===== src/rtl/cache_dm_ctrl.sv =====
// Direct-mapped, write-back, write-allocate cache controller sitting between a CPU port
// and a block-oriented RAM controller. Lines are held in registers inside this module.

package cache_parameters;
    localparam int ADDR_WIDTH   = 16;
    localparam int WORD_WIDTH   = 32;
    localparam int OFFSET_WIDTH = 2;
    localparam int BLOCK_SIZE   = 4;

    typedef logic [BLOCK_SIZE-1:0][WORD_WIDTH-1:0] block_t;

    typedef struct packed {
        logic                  cs;
        logic                  rw;
        logic [ADDR_WIDTH-1:0] addr;
        block_t                data;
    } memory_request_t;

    typedef struct packed {
        logic   ack;
        block_t data;
    } memory_response_t;
endpackage

// state      | meaning
// IDLE       | ready for a CPU request; captures it when cpu_req_valid is high
// COMPARE    | tag lookup; a hit completes the request, a miss starts a refill
// WRITE_BACK | dirty victim line is being written to memory
// ALLOCATE   | requested line is being fetched from memory
module cache_dm_ctrl
    import cache_parameters::*;
#(
    parameter int INDEX_WIDTH = 4
) (
    input  logic                  clk,
    input  logic                  rst,
    input  logic                  cpu_req_valid,
    input  logic                  cpu_req_rw,
    input  logic [ADDR_WIDTH-1:0] cpu_req_addr,
    input  logic [WORD_WIDTH-1:0] cpu_req_data,
    output logic                  cpu_req_ready,
    output logic                  cpu_res_ready,
    output logic [WORD_WIDTH-1:0] cpu_res_data,
    output memory_request_t       mem_req,
    input  memory_response_t      mem_res
);

    localparam int NUM_LINES = 2**INDEX_WIDTH;
    localparam int TAG_WIDTH = ADDR_WIDTH - INDEX_WIDTH - OFFSET_WIDTH;

    typedef enum logic [1:0] {
        IDLE       = 2'd0,
        COMPARE    = 2'd1,
        WRITE_BACK = 2'd2,
        ALLOCATE   = 2'd3
    } state_e;

    state_e state_q, state_d;

    logic                  req_rw_q;
    logic [ADDR_WIDTH-1:0] req_addr_q;
    logic [WORD_WIDTH-1:0] req_data_q;

    logic [NUM_LINES-1:0]  valid_q;
    logic [NUM_LINES-1:0]  dirty_q;
    logic [TAG_WIDTH-1:0]  tag_q  [NUM_LINES];
    block_t                line_q [NUM_LINES];

    logic [OFFSET_WIDTH-1:0] req_off;
    logic [INDEX_WIDTH-1:0]  req_idx;
    logic [TAG_WIDTH-1:0]    req_tag;
    logic                    hit;
    logic                    cmp_hit;
    logic                    wr_hit;
    logic                    fill;

    assign req_off = req_addr_q[OFFSET_WIDTH-1:0];
    assign req_idx = req_addr_q[OFFSET_WIDTH +: INDEX_WIDTH];
    assign req_tag = req_addr_q[ADDR_WIDTH-1 -: TAG_WIDTH];

    assign hit     = valid_q[req_idx] && (tag_q[req_idx] == req_tag);
    assign cmp_hit = (state_q == COMPARE) && hit;
    assign wr_hit  = cmp_hit && req_rw_q;
    assign fill    = (state_q == ALLOCATE) && mem_res.ack;

    always_ff @(posedge clk or negedge rst) begin
        if (!rst) begin
            state_q <= IDLE;
        end else begin
            state_q <= state_d;
        end
    end

    always_comb begin
        state_d = state_q;
        case (state_q)
            IDLE: begin
                if (cpu_req_valid) begin
                    state_d = COMPARE;
                end
            end
            COMPARE: begin
                if (hit) begin
                    state_d = IDLE;
                end else if (valid_q[req_idx] && dirty_q[req_idx]) begin
                    state_d = WRITE_BACK;
                end else begin
                    state_d = ALLOCATE;
                end
            end
            WRITE_BACK: begin
                if (mem_res.ack) begin
                    state_d = ALLOCATE;
                end
            end
            ALLOCATE: begin
                if (mem_res.ack) begin
                    state_d = COMPARE;
                end
            end
            default: state_d = IDLE;
        endcase
    end

    // The captured request stays frozen until the controller is back in IDLE.
    always_ff @(posedge clk or negedge rst) begin
        if (!rst) begin
            req_rw_q   <= 1'b0;
            req_addr_q <= '0;
            req_data_q <= '0;
        end else if ((state_q == IDLE) && cpu_req_valid) begin
            req_rw_q   <= cpu_req_rw;
            req_addr_q <= cpu_req_addr;
            req_data_q <= cpu_req_data;
        end
    end

    always_ff @(posedge clk or negedge rst) begin
        if (!rst) begin
            valid_q <= '0;
            dirty_q <= '0;
        end else if (fill) begin
            valid_q[req_idx] <= 1'b1;
            dirty_q[req_idx] <= 1'b0;
        end else if (wr_hit) begin
            dirty_q[req_idx] <= 1'b1;
        end
    end

    // Tag and data arrays need no reset: a cleared valid bit makes their contents irrelevant,
    // and reset holds the state in IDLE so no fill or write can land during it.
    always_ff @(posedge clk) begin
        if (fill) begin
            tag_q[req_idx]  <= req_tag;
            line_q[req_idx] <= mem_res.data;
        end else if (wr_hit) begin
            line_q[req_idx][req_off] <= req_data_q;
        end
    end

    assign cpu_req_ready = (state_q == IDLE);
    assign cpu_res_ready = cmp_hit;

    always_comb begin
        cpu_res_data = '0;
        if (cmp_hit && !req_rw_q) begin
            cpu_res_data = line_q[req_idx][req_off];
        end
    end

    // cs is a pure state decode, so WRITE_BACK -> ALLOCATE keeps it high without a gap.
    always_comb begin
        mem_req = '0;
        case (state_q)
            WRITE_BACK: begin
                mem_req.cs   = 1'b1;
                mem_req.rw   = 1'b1;
                mem_req.addr = {tag_q[req_idx], req_idx, {OFFSET_WIDTH{1'b0}}};
                mem_req.data = line_q[req_idx];
            end
            ALLOCATE: begin
                mem_req.cs   = 1'b1;
                mem_req.rw   = 1'b0;
                mem_req.addr = {req_tag, req_idx, {OFFSET_WIDTH{1'b0}}};
            end
            default: mem_req = '0;
        endcase
    end

endmodule


===== config.mk =====
export PLATFORM = sky130hd
export DESIGN_NAME = cache_dm_ctrl
export DESIGN_NICKNAME = d
export VERILOG_FILES = /design/src/rtl/cache_dm_ctrl.sv
export SDC_FILE = /design/constraint.sdc
export NUM_CORES = 2
export LEC_CHECK = 0
export CAP_MARGIN = 20
export CORE_MARGIN = 4
export CORE_UTILIZATION = 35
export DETAILED_ROUTE_END_ITERATION = 6
export GPL_ROUTABILITY_DRIVEN = 0
export GPL_TIMING_DRIVEN = 0
export MAX_ROUTING_LAYER = met4
export PLACE_DENSITY_LB_ADDON = 0.08
export SETUP_SLACK_MARGIN = 0.4
export SLEW_MARGIN = 25
export SYNTH_ARGS = -nofsm -noshare
export SYNTH_HDL_FRONTEND = slang
export SYNTH_SLANG_ARGS = --single-unit

===== constraint.sdc =====
create_clock -name clk -period 5.9 [get_ports clk]
set_clock_uncertainty 0.1 [all_clocks]
set_input_delay 1.18 -clock clk [delete_from_list [all_inputs] [get_ports clk]]
set_output_delay 1.18 -clock clk [all_outputs]
set_load 0.005 [all_outputs]

==> Word-level counts from Yosys, hierarchy flattened <==
Memories as Yosys holds them, arrays and structs flattened.
Index checks and enable logic that the tools add are counted.
W data, S select, Z words.
{ "word_totals": {"romBits": 0, "ff_bits": 83, "mem_bits_rw": 2208, "input_bits": 181, "elab_cells": 318, "latchBits": 0, "output_inout_bits": 180, "mem_count": 2} }
{ "memory_table": {"columns": ["name", "depth", "width", "rd", "rd_clocked_by_memory_dff", "write_ports", "line_no", "text"], "rows": [
  ["line_q", 16, 128, 1, 0, 1, "67", "block_t line_q [NUM_LINES];"],
  ["tag_q", 16, 10, 1, 0, 1, "66", "logic [TAG_WIDTH-1:0] tag_q [NUM_LINES];"]
]} }
{ "op_classes": {"n_mul": 0, "bitwise": 132, "n_lt_le_gt_ge": 4, "add_sub_neg": 0, "reduce_logical": 13, "div_mod_pow": 0, "n_mux": 154, "shift": 0, "eq_ne": 7} }
{ "op_table": {"columns": ["operator", "n"], "rows": [
  ["$mux W128", 2],
  ["$mux W1", 136],
  ["$or A1 B1 Y1", 128],
  ["$mux W32", 3],
  ["$bmux W32 S2", 1],
  ["$demux W32 S2", 1],
  ["$pmux W18 S2", 1],
  ["$mux W16", 2],
  ["$or A16 B16 Y16", 2],
  ["$and A16 B16 Y16", 1],
  ["$not A16 Y16", 1],
  ["$eq A10 B10 Y1", 1],
  ["$logic_and A1 B1 Y1", 9],
  ["$bmux W1 S4", 2],
  ["$mux W2", 4],
  ["$pmux W2 S4", 1],
  ["$ne A2 B2 Y1 const B", 3],
  ["$lt A4 B5 Y1 const B", 1],
  ["$demux W1 S4", 1],
  ["$eq A2 B2 Y1 const B", 2],
  ["$ge A4 B1 Y1 const B", 1],
  ["$lt A2 B3 Y1 const B", 1],
  ["$reduce_and A3 Y1", 1],
  ["$eq A2 B1 Y1 const B", 1],
  ["other kinds (4)", 4]
]} }

==> Depth between registers and ports, before layout <==
{ "logic_depth": {"word_depth": 9, "depth_mapped": 14} }

==> Worst setup path after synthesis <==
Ideal clock, no wire load.
{ "synth_path": {"kind": "register to register", "start": "register req_addr_q[5]", "end": "memory line_q[0][0] in the netlist's numbering, enable pin", "period_less_slack_ps": 5103, "setup_ps": 432, "arrival_ps": 4571, "path_stages_with_launch": 15, "t_required_ps": 5368, "setup_slack_ps": 797, "cell_sequence": "dfrtp_1 > buf_2 > buf_4 > buf_4 > clkbuf_1 > mux4_2 > mux2i_1 > xor2_1 > nand2_1 > a221oi_2 > nand3_1 > buf_2 > buf_4 > buf_2 > a21oi_1"} }
{ "synth_via": {"elab_chain_cells": 9, "elab_cells_between_ends": 11, "classes_between": "1 x eq/ne; 5 x mux; 1 x bitwise; 3 x reduce/logical; 1 x memory"} }
{ "synth_rtl": {"columns": ["item", "line_no", "text"], "rows": [
  ["from (decl)", "61", "logic [ADDR_WIDTH-1:0] req_addr_q;"],
  ["from (signal assigned)", "133", "req_addr_q <= cpu_req_addr;"],
  ["$mem_v2 Z16 W10 or $bmux W1 S4 (tied branches)", null, null],
  ["$eq A10 B10 Y1 or $mux W1 (tied branches)", "81", "assign hit = valid_q[req_idx] && (tag_q[req_idx] == req_tag);"],
  ["$logic_and A1 B1 Y1", "81", null],
  ["$logic_and A1 B1 Y1", "82", "assign cmp_hit = (state_q == COMPARE) && hit;"],
  ["$logic_and A1 B1 Y1", "83", "assign wr_hit = cmp_hit && req_rw_q;"],
  ["$mux W1", "156", "end else if (wr_hit) begin"],
  ["$mux W1", "153", "if (fill) begin"],
  ["$mux W128 (not written as such)", "157", "line_q[req_idx][req_off] <= req_data_q;"],
  ["$or A1 B1 Y1 (no line)", null, null],
  ["to (decl)", "67", null]
]} }
Several ways; a longest one is shown, not always the timed one. The select of a mux whose other input is x is not followed.

==> Final worst setup path <==
{ "layout_path": {"start": "register req_addr_q[2]", "end": "output port cpu_res_data[12]"} }
{ "layout_via": {"elab_chain_cells": 6, "elab_cells_between_ends": 11, "classes_between": "1 x eq/ne; 5 x mux; 3 x reduce/logical; 2 x memory"} }
{ "layout_rtl": {"columns": ["item", "line_no", "text"], "rows": [
  ["$mem_v2 Z16 W10 or $bmux W1 S4 (tied branches)", null, null],
  ["$eq A10 B10 Y1 or $mux W1 (tied branches)", "81", null],
  ["$logic_and A1 B1 Y1", "81", null],
  ["$logic_and A1 B1 Y1", "82", null],
  ["$logic_and A1 B1 Y1", "166", "if (cmp_hit && !req_rw_q) begin"],
  ["$mux W32 *", "166", null],
  ["to (decl)", "43", "output logic [WORD_WIDTH-1:0] cpu_res_data,"]
]} }
Mark *: on every way between the ends. The rest lies on a longest branch, timed or not. The select of a mux whose other input is x is not followed.

==> impl_metrics.ini <==
[critical_path]
path_max_fanout = 8
critPathCaptureType = output pin
r2r_start = req_addr_q[4]
cp-start-kind = register
ff2ff_setup_slack_ns = 0.71
arrival_ns = 4.59
worst_r2r_path_depth = 16
worstSetupPathType = register to output pin
required_ns = 4.62
regToRegEndpoint = line_q[12][111]

[pwr]
ir_drop_v = 0.000370
power.leakage_nw = 39.7
seq_power_share_pct = 33.3
switching_share_pct = 35.2
power.density_mw_per_mm2 = 511
p_int_mw = 39.1
p_comb_share_pct = 41.3
clkPwrFrac_pct = 25.4
power_switching_mw = 21.2

[global_route]
grt_use_total_pct = 25.9
grt_start_max_net_pins = 72
grt_overflow = 0
grt_pass1_vias = 48300
antenna_found_initial = 37
grt_pass1_wl_um = 448000

[run]
drv_cap = 0

[timing]
slew_headroom_pct = 19.1
slew_violations = 0
period_minus_slack_ns = 5.87
postLayoutSetupSlackWorst_ns = 0.0304
fmax_mhz = 170
fin_crit_sh_pct = 99.5
rsz0062_at_grt = yes
finalHoldViolCount = 0
tightest_slew_ns = 1.21
setup_viol = 0

[floorplanning]
die-area_mm2 = 0.267
fp.dieW_um = 517
rows = 186
io-pin-count = 361
die_h_um = 517
start_util_pct = 35.2
coreArea_mm2 = 0.257

[layout]
design_area_mm2 = 0.118
post_route_cells_drive_above_1_share_pct = 41.5
nets = 5209
area_growth_pct = 30.2
layoutNonFillerInstCount = 8671

[logic_synthesis]
synth_top_cells_by_area = edfxtp_1 (73%), mux4_2 (18%), dfrtp_1 (2.3%)
synth.most_common_cell = edfxtp_1
ys.warnings.count = 0
syn_area_mm2 = 0.0907
ys_seq_elements = 2291
async_reset_ff_share_pct = 3.62
synth_seq_area_share_pct = 75.4
avgSynthCellArea_um2 = 23.1
ys.flop_type = edfxtp_1
synth_top_area_share_pct = 73.1
yosysTopAreaCell = edfxtp_1
synth.top_cells.by_count = edfxtp_1 (2,208), mux4_2 (708), mux2_2 (169)
synthDistinctLibCells = 56
synth-edff-count = 2208
synthCells = 3924

[drt]
route.met2.wl_um = 162000
first_pass_iters = 7
dr.first_iter.drc_count = 5599
vias_per_cell = 5.58
drt-met1-wl_um = 138000
top_layer = met4
drtAntennaViolNets = 0
wl_met3_um = 19000
drc_errors = 0
vias = 48400
drt_wl_total_um = 337000
post_drt_wl_per_cell_um = 38.9

[placed_design]
pre_cts_slack_ns = -1.98
hpwl_um = 243000
dpl_cell_area_mm2 = 0.104
port_buffers = 358
place_inst = 7870

[clocking]
clock_path_buffers = 3
cts.root.buffer_cell = clkbuf_16
cts_buffers = 241
htreeDepth = 4
clk_pin_slew_ns = 0.06
clock_sinks = 2291
insertion_delay_ns = 0.89
cts_tree = yes

[hold_path]
hold_depth = 1
min_from = valid_q[11]
worst_hold_path_type = register to register
hold-path-endpoint = valid_q[11]

[status]
status = completed
-- layer usage --
| metal | global-route usage, % | vias up |
|---|---|---|
| met3 | 3.48 | 532 |
| met1 | 34.0 | 26900 |
| li1 | - | 19100 |
| met5 | - | - |
| met2 | 40.4 | 1847 |
| met4 | 11.5 | 0 |
-- kinds of logic (layout without fill, tap and decap cells) --
logic type / after synthesis / in the layout / share of synthesized area, %
other: 1 / 54 / 0.00414
adder cells (fa/ha/maj): 4 / 4 / 0.0552
AND/OR/NAND/NOR: 275 / 275 / 1.79
AO/OA/AOI/OAI: 167 / 167 / 1.13
buffers and inverters: 245 / 1555 / 1.21
XOR/XNOR: 7 / 7 / 0.0676
multiplexers: 934 / 934 / 20.3
flip-flops: 2291 / 2291 / 75.4
-- worst max-delay path: stages (launching register included) --
cell,delay [ns]
dfrtp_1,0.39
buf_12,0.14
buf_12,0.12
buf_12,0.13
buf_16,0.15
clkbuf_16,0.17
buf_16,0.15
buf_6,0.16
buf_8,0.13
buf_16,0.14
buf_6,0.11
mux4_2,0.41
mux4_2,0.60
mux4_2,0.49
nor3b_4,0.17
buf_2,0.18
-- what timing repair did --
item	CTS	global route
hold buffers	1	0
gates cloned	7	4
endpoints found under the hold margin	12	0
endpoints found under the setup margin	4264	279
pin swaps	17	20
gates resized for setup	832	272
setup buffers	208	75
-- state kept, by name, summed over array words and instances (netlist names), named ones only --
name / cells
req_addr_q: 16
req_data_q: 32
line_q: 2048
state_q: 2
tag_q: 160
valid_q: 16
req_rw_q: 1
-- area by class of cell --
cell class                      instances  area [µm²]
Timing Repair Buffer                  856       12200
Inverter                               13        58.8
Clock inverter                        164        1710
Clock buffer                          290        6220
Fill cell                           21600      139000
Tap cell                             3384        4230
Buffer                                232        2670
Multi-Input combinational cell       1389       22400
Sequential cell                      2291       68400
Antenna cell                           52         130
-- power groups by stage --
stage | sequential, mW | combinational (mW) | clock [mW]
3_3_place_gp | 20.7 | 18.7 | 0
3_5_place_dp | 20.4 | 19.9 | 0
5_1_grt | 20.1 | 25.4 | 16.3
2_1_floorplan | 19.3 | 9.55 | 0
6_report | 20.1 | 24.9 | 15.3
4_1_cts | 20.1 | 24.0 | 15.6
-- per-stage QoR --
step	util, %	hold slack, ns	power (mW)	setup TNS [ns]
2_1_floorplan	-	0.334	28.9	0
3_3_place_gp	38.3	0.345	39.4	-
3_5_place_dp	40.6	0.348	40.3	-2523.38
4_1_cts	45.2	0.363	59.7	-0.219
5_1_grt	45.9	0.374	61.8	-0.163
6_report	45.9	0.365	60.3	0
-- how the worst max path moves through the flow --
stage | slack, ns | startpoint | end | depth (start not counted)
after detailed placement | -1.98 | req_addr_q[2] | cpu_res_data[0] | 12
after CTS | -0.08 | req_addr_q[2] | mem_req[74] | 16
after floorplan | 0.80 | req_addr_q[5] | line_q[0][0] | 14
after global placement | -5.49 | req_addr_q[2] | line_q[5][45] | 14
final | 0.03 | req_addr_q[2] | cpu_res_data[12] | 15
after global routing | -0.03 | req_addr_q[2] | cpu_res_data[12] | 15
-- cells in the final DEF, fill, tap and decap left out, drive strengths merged, types with 52 or more instances in the layout --
master         Yosys  layout
edfxtp          2208    2208
mux4             708     708
buf              122     671
clkbuf           110     409
clkdlybuf4s50      0     201
mux2             181     181
and2             135     135
clkinv             0     121
dfrtp             83      83
dlymetal6s2s       0      74
a21oi             71      71
diode              0      52
No activity file was read; power rests on OpenSTA's default activity.
